**config.mk**
```make
export PLATFORM = sky130hd
export DESIGN_NAME = toy_cmd_sequencer_flat
export DESIGN_NICKNAME = d
export VERILOG_FILES = /design/src/rtl/toy_cmd_sequencer_if.sv /design/src/rtl/toy_cmd_sequencer.sv /design/src/flat_wrapper.sv
export SDC_FILE = /design/constraint.sdc
export NUM_CORES = 1
export LEC_CHECK = 0
export ABC_AREA = 1
export CAP_MARGIN = 20
export CORE_ASPECT_RATIO = 0.8
export CORE_MARGIN = 8
export CORE_UTILIZATION = 35
export DETAILED_ROUTE_END_ITERATION = 8
export PLACE_DENSITY = 0.65
export SYNTH_ARGS = -nofsm -noshare
export SYNTH_HDL_FRONTEND = slang
export SYNTH_SLANG_ARGS = --single-unit
```
**constraint.sdc**
```tcl
create_clock -name clk -period 4.2 [get_ports clk]
set_clock_uncertainty 0.2 [all_clocks]
set_input_delay 0.42 -clock clk [delete_from_list [all_inputs] [get_ports clk]]
set_output_delay 0.42 -clock clk [all_outputs]
set_load 0.03 [all_outputs]
```
**src/rtl/toy_cmd_sequencer_if.sv**
```systemverilog
`default_nettype none
// ----------------------------------------------------------------------------
// | Module   : toy_cmd_sequencer_if                                          |
// | Purpose  : Host word stream, result stream and operand-memory port       |
// |            bundle owned by the TOY command sequencer.                    |
// | Revision : 1.0  initial release                                          |
// ----------------------------------------------------------------------------
interface toy_cmd_sequencer_if #(
   parameter int ADDR_SIZE = 10,
   parameter int WORD_SIZE = 16
);
   // host -> sequencer word stream
   logic [WORD_SIZE-1:0] in_data;
   logic                 in_valid;
   logic                 in_ready;
   // sequencer -> host result stream
   logic [WORD_SIZE-1:0] out_data;
   logic                 out_valid;
   logic                 out_ready;
   // operand memory write port
   logic [ADDR_SIZE-1:0] w_addr;
   logic [WORD_SIZE-1:0] w_data;
   logic                 w_en;
   // result memory read port (data returns one cycle after address)
   logic [ADDR_SIZE-1:0] r_addr;
   logic [WORD_SIZE-1:0] mem_r_data;

   // sequencer side: owns the memory ports and both stream handshakes
   modport master (
      input  in_data, in_valid, out_ready, mem_r_data,
      output in_ready, out_data, out_valid, w_addr, w_data, w_en, r_addr
   );

   // environment side: SPI bridge plus memory
   modport slave (
      output in_data, in_valid, out_ready, mem_r_data,
      input  in_ready, out_data, out_valid, w_addr, w_data, w_en, r_addr
   );
endinterface
`default_nettype wire

```
**src/rtl/toy_cmd_sequencer.sv**
```systemverilog
`default_nettype none
// ----------------------------------------------------------------------------
// | Module   : toy_cmd_sequencer                                             |
// | Purpose  : Parses the 16-bit host word stream into CSR writes, operand   |
// |            loads, compute start/done and result readback.                |
// | Revision : 1.0  initial release                                          |
// ----------------------------------------------------------------------------
module toy_cmd_sequencer #(
   parameter int                   ADDR_SIZE = 10,
   parameter int                   WORD_SIZE = 16,
   parameter logic [ADDR_SIZE-1:0] VEC_BASE  = 10'h000,
   parameter logic [ADDR_SIZE-1:0] MAT_BASE  = 10'h040,
   parameter logic [ADDR_SIZE-1:0] RES_BASE  = 10'h300,
   parameter int                   MAX_LEN   = 32
) (
   input  wire                  clk,
   input  wire                  reset_n,
   toy_cmd_sequencer_if.master  bus,
   output logic [5:0]           vec_len,
   output logic [5:0]           mat_rows,
   output logic                 start,
   input  wire                  done,
   output logic                 busy,
   output logic                 err
);

   localparam logic [3:0] OP_CSR   = 4'h1;
   localparam logic [3:0] OP_START = 4'h3;
   localparam logic [3:0] OP_LDVEC = 4'h4;
   localparam logic [3:0] OP_LDMAT = 4'h5;
   localparam logic [3:0] OP_READ  = 4'h6;

   localparam logic [3:0] IDX_VEC_LEN  = 4'd1;
   localparam logic [3:0] IDX_MAT_ROWS = 4'd2;

   localparam logic [WORD_SIZE-1:0] MAX_WORD = WORD_SIZE'(MAX_LEN);
   localparam logic [5:0]           MAX_CSR  = 6'(MAX_LEN);

   typedef enum logic [2:0] {
      S_IDLE     = 3'd0,
      S_CSR_VAL  = 3'd1,
      S_LOAD_VEC = 3'd2,
      S_LOAD_MAT = 3'd3,
      S_RUN      = 3'd4,
      S_RD_ADDR  = 3'd5,
      S_RD_WAIT  = 3'd6,
      S_RD_OUT   = 3'd7
   } state_t;

   state_t               state;
   logic [11:0]          cnt;
   logic [11:0]          cnt_nxt;
   logic [3:0]           csr_idx;
   logic [3:0]           opcode;
   logic                 accept;
   logic                 csr_over;
   logic [5:0]           csr_val;
   logic [11:0]          vec_total;
   logic [11:0]          rows_total;
   logic [11:0]          mat_total;
   logic [11:0]          load_total;
   logic [ADDR_SIZE-1:0] load_base;

   assign opcode     = bus.in_data[WORD_SIZE-1 -: 4];
   assign accept     = bus.in_valid && bus.in_ready;
   assign cnt_nxt    = cnt + 12'd1;
   assign vec_total  = {6'd0, vec_len};
   assign rows_total = {6'd0, mat_rows};
   assign mat_total  = vec_total * rows_total;
   assign load_total = (state == S_LOAD_MAT) ? mat_total : vec_total;
   assign load_base  = (state == S_LOAD_MAT) ? MAT_BASE : VEC_BASE;

   // CSR values above the limit saturate to it
   assign csr_over = (bus.in_data > MAX_WORD);
   assign csr_val  = csr_over ? MAX_CSR : bus.in_data[5:0];

   assign busy = (state != S_IDLE);

   // Words are taken while parsing commands or load data. A load with a zero
   // element count holds in_ready low for its single cycle so that no host
   // word is swallowed while it falls back to IDLE.
   always_comb begin
      bus.in_ready = 1'b0;
      case (state)
         S_IDLE, S_CSR_VAL:     bus.in_ready = 1'b1;
         S_LOAD_VEC, S_LOAD_MAT: bus.in_ready = (load_total != 12'd0);
         default:               bus.in_ready = 1'b0;
      endcase
   end

   // Command FSM with registered memory, stream, CSR and start outputs
   always_ff @(posedge clk or negedge reset_n) begin
      if (!reset_n) begin
         state         <= S_IDLE;
         cnt           <= '0;
         csr_idx       <= '0;
         vec_len       <= '0;
         mat_rows      <= '0;
         start         <= 1'b0;
         err           <= 1'b0;
         bus.w_en      <= 1'b0;
         bus.w_addr    <= '0;
         bus.w_data    <= '0;
         bus.r_addr    <= '0;
         bus.out_valid <= 1'b0;
         bus.out_data  <= '0;
      end else begin
         bus.w_en <= 1'b0;
         start    <= 1'b0;
         case (state)
            S_IDLE: begin
               if (accept) begin
                  cnt <= '0;
                  case (opcode)
                     OP_CSR: begin
                        csr_idx <= bus.in_data[3:0];
                        state   <= S_CSR_VAL;
                     end
                     OP_LDVEC: state <= S_LOAD_VEC;
                     OP_LDMAT: state <= S_LOAD_MAT;
                     OP_START: begin
                        start <= 1'b1;
                        state <= S_RUN;
                     end
                     OP_READ: begin
                        bus.r_addr <= RES_BASE;
                        state      <= S_RD_ADDR;
                     end
                     default: err <= 1'b1;
                  endcase
               end
            end

            S_CSR_VAL: begin
               if (accept) begin
                  state <= S_IDLE;
                  if (csr_idx == IDX_VEC_LEN) begin
                     vec_len <= csr_val;
                     if (csr_over) err <= 1'b1;
                  end else if (csr_idx == IDX_MAT_ROWS) begin
                     mat_rows <= csr_val;
                     if (csr_over) err <= 1'b1;
                  end else begin
                     err <= 1'b1;
                  end
               end
            end

            S_LOAD_VEC, S_LOAD_MAT: begin
               if (load_total == 12'd0) begin
                  state <= S_IDLE;
               end else if (accept) begin
                  bus.w_en   <= 1'b1;
                  bus.w_addr <= load_base + ADDR_SIZE'(cnt);
                  bus.w_data <= bus.in_data;
                  cnt        <= cnt_nxt;
                  if (cnt_nxt == load_total) state <= S_IDLE;
               end
            end

            S_RUN: begin
               // the start cycle itself never sees done
               if (!start && done) state <= S_IDLE;
            end

            S_RD_ADDR: begin
               if (rows_total == 12'd0) state <= S_IDLE;
               else                     state <= S_RD_WAIT;
            end

            S_RD_WAIT: begin
               bus.out_data  <= bus.mem_r_data;
               bus.out_valid <= 1'b1;
               state         <= S_RD_OUT;
            end

            S_RD_OUT: begin
               if (bus.out_ready) begin
                  bus.out_valid <= 1'b0;
                  cnt           <= cnt_nxt;
                  if (cnt_nxt == rows_total) begin
                     state <= S_IDLE;
                  end else begin
                     bus.r_addr <= RES_BASE + ADDR_SIZE'(cnt_nxt);
                     state      <= S_RD_ADDR;
                  end
               end
            end

            default: state <= S_IDLE;
         endcase
      end
   end

endmodule
`default_nettype wire

```
**src/flat_wrapper.sv**
```systemverilog
// flat-port wrapper written by rule: the top's interface ports become plain ports
module toy_cmd_sequencer_flat 
#(
   parameter int                   ADDR_SIZE = 10,
   parameter int                   WORD_SIZE = 16,
   parameter logic [ADDR_SIZE-1:0] VEC_BASE  = 10'h000,
   parameter logic [ADDR_SIZE-1:0] MAT_BASE  = 10'h040,
   parameter logic [ADDR_SIZE-1:0] RES_BASE  = 10'h300,
   parameter int                   MAX_LEN   = 32
)
  (clk, reset_n, vec_len, mat_rows, start, done, busy, err, bus_in_data, bus_in_valid, bus_out_ready, bus_mem_r_data, bus_in_ready, bus_out_data, bus_out_valid, bus_w_addr, bus_w_data, bus_w_en, bus_r_addr);
  toy_cmd_sequencer_if #(.ADDR_SIZE(ADDR_SIZE), .WORD_SIZE(WORD_SIZE)) bus_i ();
  input  wire clk;
  input  wire reset_n;
  output logic [5:0] vec_len;
  output logic [5:0] mat_rows;
  output logic start;
  input  wire done;
  output logic busy;
  output logic err;
  input wire logic [$bits(bus_i.in_data)-1:0] bus_in_data;
  input wire logic [$bits(bus_i.in_valid)-1:0] bus_in_valid;
  input wire logic [$bits(bus_i.out_ready)-1:0] bus_out_ready;
  input wire logic [$bits(bus_i.mem_r_data)-1:0] bus_mem_r_data;
  output wire logic [$bits(bus_i.in_ready)-1:0] bus_in_ready;
  output wire logic [$bits(bus_i.out_data)-1:0] bus_out_data;
  output wire logic [$bits(bus_i.out_valid)-1:0] bus_out_valid;
  output wire logic [$bits(bus_i.w_addr)-1:0] bus_w_addr;
  output wire logic [$bits(bus_i.w_data)-1:0] bus_w_data;
  output wire logic [$bits(bus_i.w_en)-1:0] bus_w_en;
  output wire logic [$bits(bus_i.r_addr)-1:0] bus_r_addr;
  assign bus_i.in_data = bus_in_data;
  assign bus_i.in_valid = bus_in_valid;
  assign bus_i.out_ready = bus_out_ready;
  assign bus_i.mem_r_data = bus_mem_r_data;
  assign bus_in_ready = bus_i.in_ready;
  assign bus_out_data = bus_i.out_data;
  assign bus_out_valid = bus_i.out_valid;
  assign bus_w_addr = bus_i.w_addr;
  assign bus_w_data = bus_i.w_data;
  assign bus_w_en = bus_i.w_en;
  assign bus_r_addr = bus_i.r_addr;
  toy_cmd_sequencer #(.ADDR_SIZE(ADDR_SIZE), .WORD_SIZE(WORD_SIZE), .VEC_BASE(VEC_BASE), .MAT_BASE(MAT_BASE), .RES_BASE(RES_BASE), .MAX_LEN(MAX_LEN)) u_core (.clk(clk), .reset_n(reset_n), .bus(bus_i), .vec_len(vec_len), .mat_rows(mat_rows), .start(start), .done(done), .busy(busy), .err(err));
endmodule
```
==> results of run 1 <==
[synthesized netlist by cell type (2+ instances only)]
library cell	n	area, um2
nor3_1	8	40.04
o21ai_2	2	17.52
a21oi_1	11	55.05
nand2_1	292	1096
inv_2	2	7.510
xor2_1	4	35.03
o21a_1	7	52.55
nand4_2	2	25.02
nand2_2	5	31.28
buf_6	4	45.04
clkbuf_1	10	37.54
dfrtp_1	87	2177
nand3_2	2	20.02
nor2_2	3	18.77
o21ai_0	9	45.04
buf_2	14	70.07
buf_4	3	22.52
or2_2	2	12.51
nor2_1	59	221.5
fa_1	17	340.3
o21ai_1	37	185.2
ha_1	24	300.3
mux2_2	2	22.52
nor4_1	2	12.51
nand4_1	22	137.6
nand3_1	45	225.2
inv_1	123	461.7
nand3b_1	4	30.03
[area by class of cell]
class	count	area share (%)
Timing Repair Buffer	171	20.36
Multi-Input combinational cell	574	41.56
Clock inverter	5	0.4707
Sequential cell	87	25.77
Inverter	127	5.633
Tap cell	220	3.236
Clock buffer	11	2.971
[metal layers]
| metal | vias up | routed length [um] |
|---|---|---|
| met1 | 2625 | 8116 |
| met5 | - | 0 |
| li1 | 2852 | - |
| met3 | 25 | 1371 |
| met4 | 0 | 310 |
| met2 | 177 | 7823 |
[flip-flops by register name, indices dropped and copies added (netlist names)]
signal / count
u_core.bus.w_addr: 10
u_core.err: 1
u_core.bus.out_data: 16
u_core.mat_rows: 6
u_core.cnt: 12
u_core.csr_idx: 4
u_core.bus.w_data: 16
u_core.vec_len: 6
u_core.bus.w_en: 1
u_core.start: 1
u_core.state: 3
u_core.bus.r_addr: 10
u_core.bus.out_valid: 1
[worst max-delay path, cell delays in order, from the launching register on]
cell,delay (ns)
dfrtp_2,0.45
nand2_2,0.08
fa_1,0.52
fa_1,0.52
fa_1,0.53
inv_2,0.05
ha_4,0.32
buf_6,0.11
nand3_1,0.09
nand3_2,0.09
nor3b_4,0.18
nand3_2,0.10
nor2_4,0.17
a21oi_4,0.07
buf_6,0.16
[kinds of logic (layout without fill, tap and decap cells)]
logic type / after synthesis / in the layout / synth area share [%]
adders and majority gates: 41 / 41 / 10.87
AOI/OAI and AO/OA: 70 / 70 / 6.558
DFF: 87 / 87 / 36.93
and+or+nand+nor: 453 / 456 / 33.34
buffers and inverters: 159 / 314 / 11.18
xor gates and xnor gates: 5 / 5 / 0.7428
muxes: 2 / 2 / 0.3820
[metrics by stage]
step	cell area, um2	cells
after detailed placement	7391	1148
after CTS	7886	1178
after global placement	7391	1148
final	8507	1195
after global routing	8507	1195
after floorplan	5967	817
[worst max path at each step]
stage | end | depth (start not counted) | slack, ns
floorplan | bus_in_ready | 16 | 0.003
global placement | bus_in_ready | 15 | -0.05
detailed placement | bus_in_ready | 15 | -0.15
CTS | bus_in_ready | 15 | -0.20
global route | bus_in_ready | 14 | -0.39
finish | bus_in_ready | 14 | -0.22
[report_power, final]
part / total [W] / switching (W) / leakage [nW] / internal [W]
clock: 0.000779 / 0.000341 / 0.146 / 0.000437
sequential: 0.00130 / 0.000190 / 1.08 / 0.00111
combinational: 0.00224 / 0.00134 / 2.96 / 0.000891
total: 0.00431 / 0.00188 / 4.18 / 0.00244
[placed cells by master (no fill, tap or decap), types with 4 or more instances in the layout]
cell,count
a21oi_1,7
buf_4,42
buf_6,16
clkbuf_16,14
clkdlybuf4s50_1,104
dfrtp_1,75
dfrtp_2,12
fa_1,16
ha_1,19
ha_4,4
inv_1,118
inv_2,7
nand2_1,248
nand2_2,41
nand2_4,9
nand3_1,34
nand3_2,11
nand3_4,4
nand3b_1,4
nand4_1,22
nand4_4,4
nor2_1,54
nor2_2,7
nor3_1,8
o21a_1,7
o21ai_0,6
o21ai_1,24
o21ai_2,17
xor2_1,4
[timing repair]
item	4_1_cts	5_1_grt
endpoints found under the setup margin	50	55
gates cloned	0	11
buffers inserted	13	7
endpoints found under the hold margin	30	0
pin swaps	16	43
hold buffers	1	0
resized for setup	22	107
==> results.toml, run 1 <==
[outcome]
outcome = "finished with violations"
violations = "setup timing"

[cells_and_area]
n_antenna_cell = 0
nNetsFinal = 1048
n_fill_cell = 1576
areaGrowthSynthToFinish_pct = 44.29
seq_area_um2 = 2192
drive_gt1_share_pct = 22.15
multi_input_area_um2 = 3536
final_core_util_pct = 51.55

[clocking]
htreeDepth = 3
cts_buffer_depth = 2
cts_tree = "built"
clock_latency_ns = 0.35
cts.sink_count = 87
cts_buffers = 9
cts.clk_slew.worst_paths_ns = 0.07
clockRootBuffer = "clkbuf_16"

[timing]
hold_viol_final = 0
finalSetupViolCount = 51
rsz0062_at_grt = "yes"
achievable-frequency_mhz = 226.5
max-slew-margin-rel_pct = 11.10
setup_ws_ns = -0.2150
min_period_ns = 4.415
finalMaxSlewViolations = 0
whs_ns = 0.2703
finalCritPeriodShare_pct = 105.1
fin_tns_setup_ns = -5.069
tightest_slew_ns = 1.333

[global_routing]
busiest_layer = "met2"
use_met1_pct = 20.67
grt_max_degree = 33
grt_pass1_wl_um = 28050
grt_pass1_vias = 5639
grt.met3_usage_pct = 5.400
grt_overflow = 0
met2_usage_pct = 24.81
antenna_found_initial = 0
grt_use_total_pct = 15.91

[place]
hpwl_um = 12770
portBuffers = 106
gp_congestion = 0.8799
pre_cts_ws_ns = -0.1473

[pwr]
peakVddDrop_mv = 0.4423
p_leak_nw = 4.178
finalPower_w = 0.004312
power.density_nw_per_um2 = 506.9

[min_path]
min_from = "u_core.bus.out_data[1]"
min_to = "u_core.bus.out_data[1]"
hold_depth = 2
min_path_type = "flip-flop to flip-flop"

[critical_path]
startpoint = "u_core.vec_len[3]"
r2r-start = "u_core.vec_len[3]"
worst_r2r_endpoint = "u_core.cnt[0]"
setup.worst_path.class = "flip-flop to output pin"
arrival_ns = 3.80
worstPathRequired_ns = 3.58
r2r_slack_ns = -0.17
worstSetupStartpointType = "flip-flop"
cp-end-kind = "output pin"
ff2ff_path_depth = 19
crit_fanout = 6

[synthesis]
synth_nets = 895
synth_area_per_cell_um2 = 7.216
ys_ff_latch = 87
ys_types = 43
synth-edff-count = 0
syn_area_um2 = 5896
ys_seq_area_share_pct = 36.93
netlist_instances = 817
ys.flop_type = "dfrtp_1"
synth_warnings = 0
ys_async_sr_fraction_pct = 100.0

[route]
wl_per_cell_um = 14.75
drtAntennaViolNets = 0
num_vias = 5679
drt_pass1_iterations = 5
routed_wl_um = 17620
drc = 0
viasPerCell = 4.752
drt_iter0_markers = 268

[run]
max-cap-violations = 0

[die]
die_x_um = 161.1
die_h_um = 132.1
num_io_pins = 107
floorplan.die_area_um2 = 21280
initial_core_util_pct = 35.73
rows = 42
core_um2 = 16500
Power figures use the tool's default switching activity.
==> inputs of run 2 (changes only) <==
CTS_CLUSTER_DIAMETER = 50   (was default)
==> results of run 2 <==
The final DEF is identical to that of run 1; final timing and power are the same.
==> inputs of run 3 (changes only) <==
CAP_MARGIN = 5   (was 20)
SLEW_MARGIN = 10   (was default)
==> results of run 3 <==
The final DEF is identical to that of run 1; final timing and power are the same.
==> RTL edit: new RTL, settings of run 1 <==
Make the reset (`reset_n`) synchronous in one clocked block.
--- a/src/rtl/toy_cmd_sequencer.sv
+++ b/src/rtl/toy_cmd_sequencer.sv
@@ -91,3 +91,3 @@
    // Command FSM with registered memory, stream, CSR and start outputs
-   always_ff @(posedge clk or negedge reset_n) begin
+   always_ff @(posedge clk) begin
       if (!reset_n) begin
Formal check against the unedited RTL: differs if reset_n is asserted again (counterexample within 4 cycles, from zero or initial values and one cycle with reset_n low); with reset_n held inactive, the same outputs for 4 cycles.
==> RTL edit against run 1 <==
  * Synthesized area shrank 3.7%
  * Critical path type unchanged
  * Critical endpoint unchanged
  * Total power shrank 27%
  * The flow still finishes with violations (negative setup slack)
  * Design area shrank 4.0%
  * Routed wire length grew 5.0%
  * Sequential share of layout area shrank 4.0 points
  * Sequential power shrank 22%
  * Final cell count grew 2.3%
  * Register-to-register slack gained 0.10 ns
  * Die area shrank 3.3%
  * Worst setup slack gained 0.0069 ns
  * Sequential cell count is the same
  * Combinational power shrank 43%
==> RTL edit: results (changes against run 1) <==
- Status: finished, violations left
- Top flop regs: u_core.bus.out_data: 16 flops, u_core.bus.w_data: 16 flops, u_core.cnt: 12 flops
- Top delay family on crit path: adder cells
- DR iter-0 viols: 467 (+74%)
- Syn nets: 944 (+5.5%)
- Post-Route Setup TNS: -1.08 ns (+3.99 ns)
- Met3 GRT Util: 0.0529 (-0.00112)
- Clock buffer count from CTS: 9 (unchanged)
- Synth Flop Type: dfxtp_1
- Via count: 5975 (+5.2%)
- Cells after Synth: 866 (+6.0%)
- First-pass GRT wire length: 28.7 mm (+2.3%)
- Worst setup slack after layout: -0.208 ns (+0.00694 ns)
- Hold/Removal Path Class: flop to flop
- Vias in the first global route: 5729 (+1.6%)
- VDD IR-drop max: 0.272 mV (-38%)
- Worst path arrival time: 3.79 ns (about the same)
- Maximum buffer depth of the clock tree: 2 (unchanged)
- Endpoints failing setup: 28 (-45%)
- Ant diodes: 0 (unchanged)
- Synth top cells by count: nand2_1, inv_1, nor2_1
- Nets: 1081 (+3.1%)
- Layout cells sized above 1: 0.182 (-0.0400)
- Largest net degree at the start of global routing: 50 (+52%)
- Rel. slew slack: 0.376 (+0.265)
- Post-synth ARST share: 0 (-1.00)
- Initial DRT Pass Iterations: 5 (unchanged)
- Hpwl dp: 13.2 mm (+3.5%)
- Post-synth cell types: 32 (-26%)
- Max stage delay on crit path: 0.55 ns (+0.02 ns)
- Slowest CP cell: fa_1
- Crit path max fanout: 7 (+1)
- Violated checks: negative setup slack
- Met1 wire length: 8.42 mm (+3.8%)
- Initial antenna violation count: 0 (unchanged)
- Worst-skew pair later-pin latency: 0.35 ns (about the same)
- Met2 usage: 0.278 (+0.0294)
- Non-Filler Instances: 1223 (+2.3%)
- Gp weighted congestion: 0.864 (-1.9%)
- H-tree levels: 3 (unchanged)
- Met2 WL: 8.48 mm (+8.4%)
- Total GRT Usage: 0.174 (+0.0146)
- Met3 WL post-DR: 1.34 mm (-2.4%)
- Port Buffers: 106 (unchanged)
- Worst-path clk slew: 0.07 ns (about the same)
- Final wirelength: 18.5 mm (+5.0%)
- Top routing layer in use: met4
- Root buffer cell: clkbuf_16
- Met1 Track Usage GR: 0.227 (+0.0204)
- Pleak: 0.00369 µW (-12%)
- Post-synthesis sequential area ratio: 0.307 (-0.0625)
- Ys Warns: 0 (unchanged)
- Most area-consuming cells after synthesis: dfxtp_1, nand2_1, inv_1, nor2_1, nand3_1
RTL edit: layout make-up:
type | instances | area (µm²)
inverters | 120 | 450
well taps | 215 | 269
fillers | 1547 | 7630
clock buffers | 10 | 250
repair buffers | 166 | 1710
flip-flops and latches | 87 | 1780
multi-input cells | 619 | 3630
clock inverters | 6 | 72.6
RTL edit: path summary, 6_finish.rpt:
path,slack [ns],from,end,depth (start not counted)
worst max register to register,-0.07,u_core.mat_rows[2],u_core.mat_rows[1],23
worst min-delay path,0.26,u_core.bus.out_valid,u_core.bus.out_valid,2
worst max-delay path,-0.21,u_core.mat_rows[5],bus_in_ready,18
worst min register to register,0.26,u_core.bus.out_valid,u_core.bus.out_valid,2
RTL edit: logic make-up (layout without fill, tap and decap cells):
logic type | after synthesis | in the layout | synth area share
AND/OR/NAND/NOR | 465 | 465 | 0.360
buffers and inverters | 160 | 302 | 0.112
AO/OA/AOI/OAI | 103 | 103 | 0.0939
flip-flops | 87 | 87 | 0.307
adder cells (fa/ha/maj) | 41 | 41 | 0.113
XOR/XNOR | 10 | 10 | 0.0154
RTL edit: timing repair:
item / in CTS / in global routing
setup buffers: 17 / 10
gates resized for setup: 21 / 54
endpoints found under the setup margin: 8 / 54
pin swaps: 20 / 19
hold buffers: 0 / 0
gates cloned: 0 / 7
RTL edit: per-stage QoR:
step | worst slack (ns) | area, µm² | hold WS (ns)
4_1_cts | -0.193 | 7730 | 0.263
3_5_place_dp | -0.0590 | 7200 | 0.252
5_1_grt | -0.373 | 8170 | 0.279
2_1_floorplan | 0.00292 | 5910 | 0.258
3_3_place_gp | 0.0332 | 7200 | 0.245
6_report | -0.208 | 8170 | 0.261
RTL edit: report_power, final:
group / switching (µW) / internal [µW]
logic: 756 / 513
clock network: 363 / 507
registers: 107 / 904
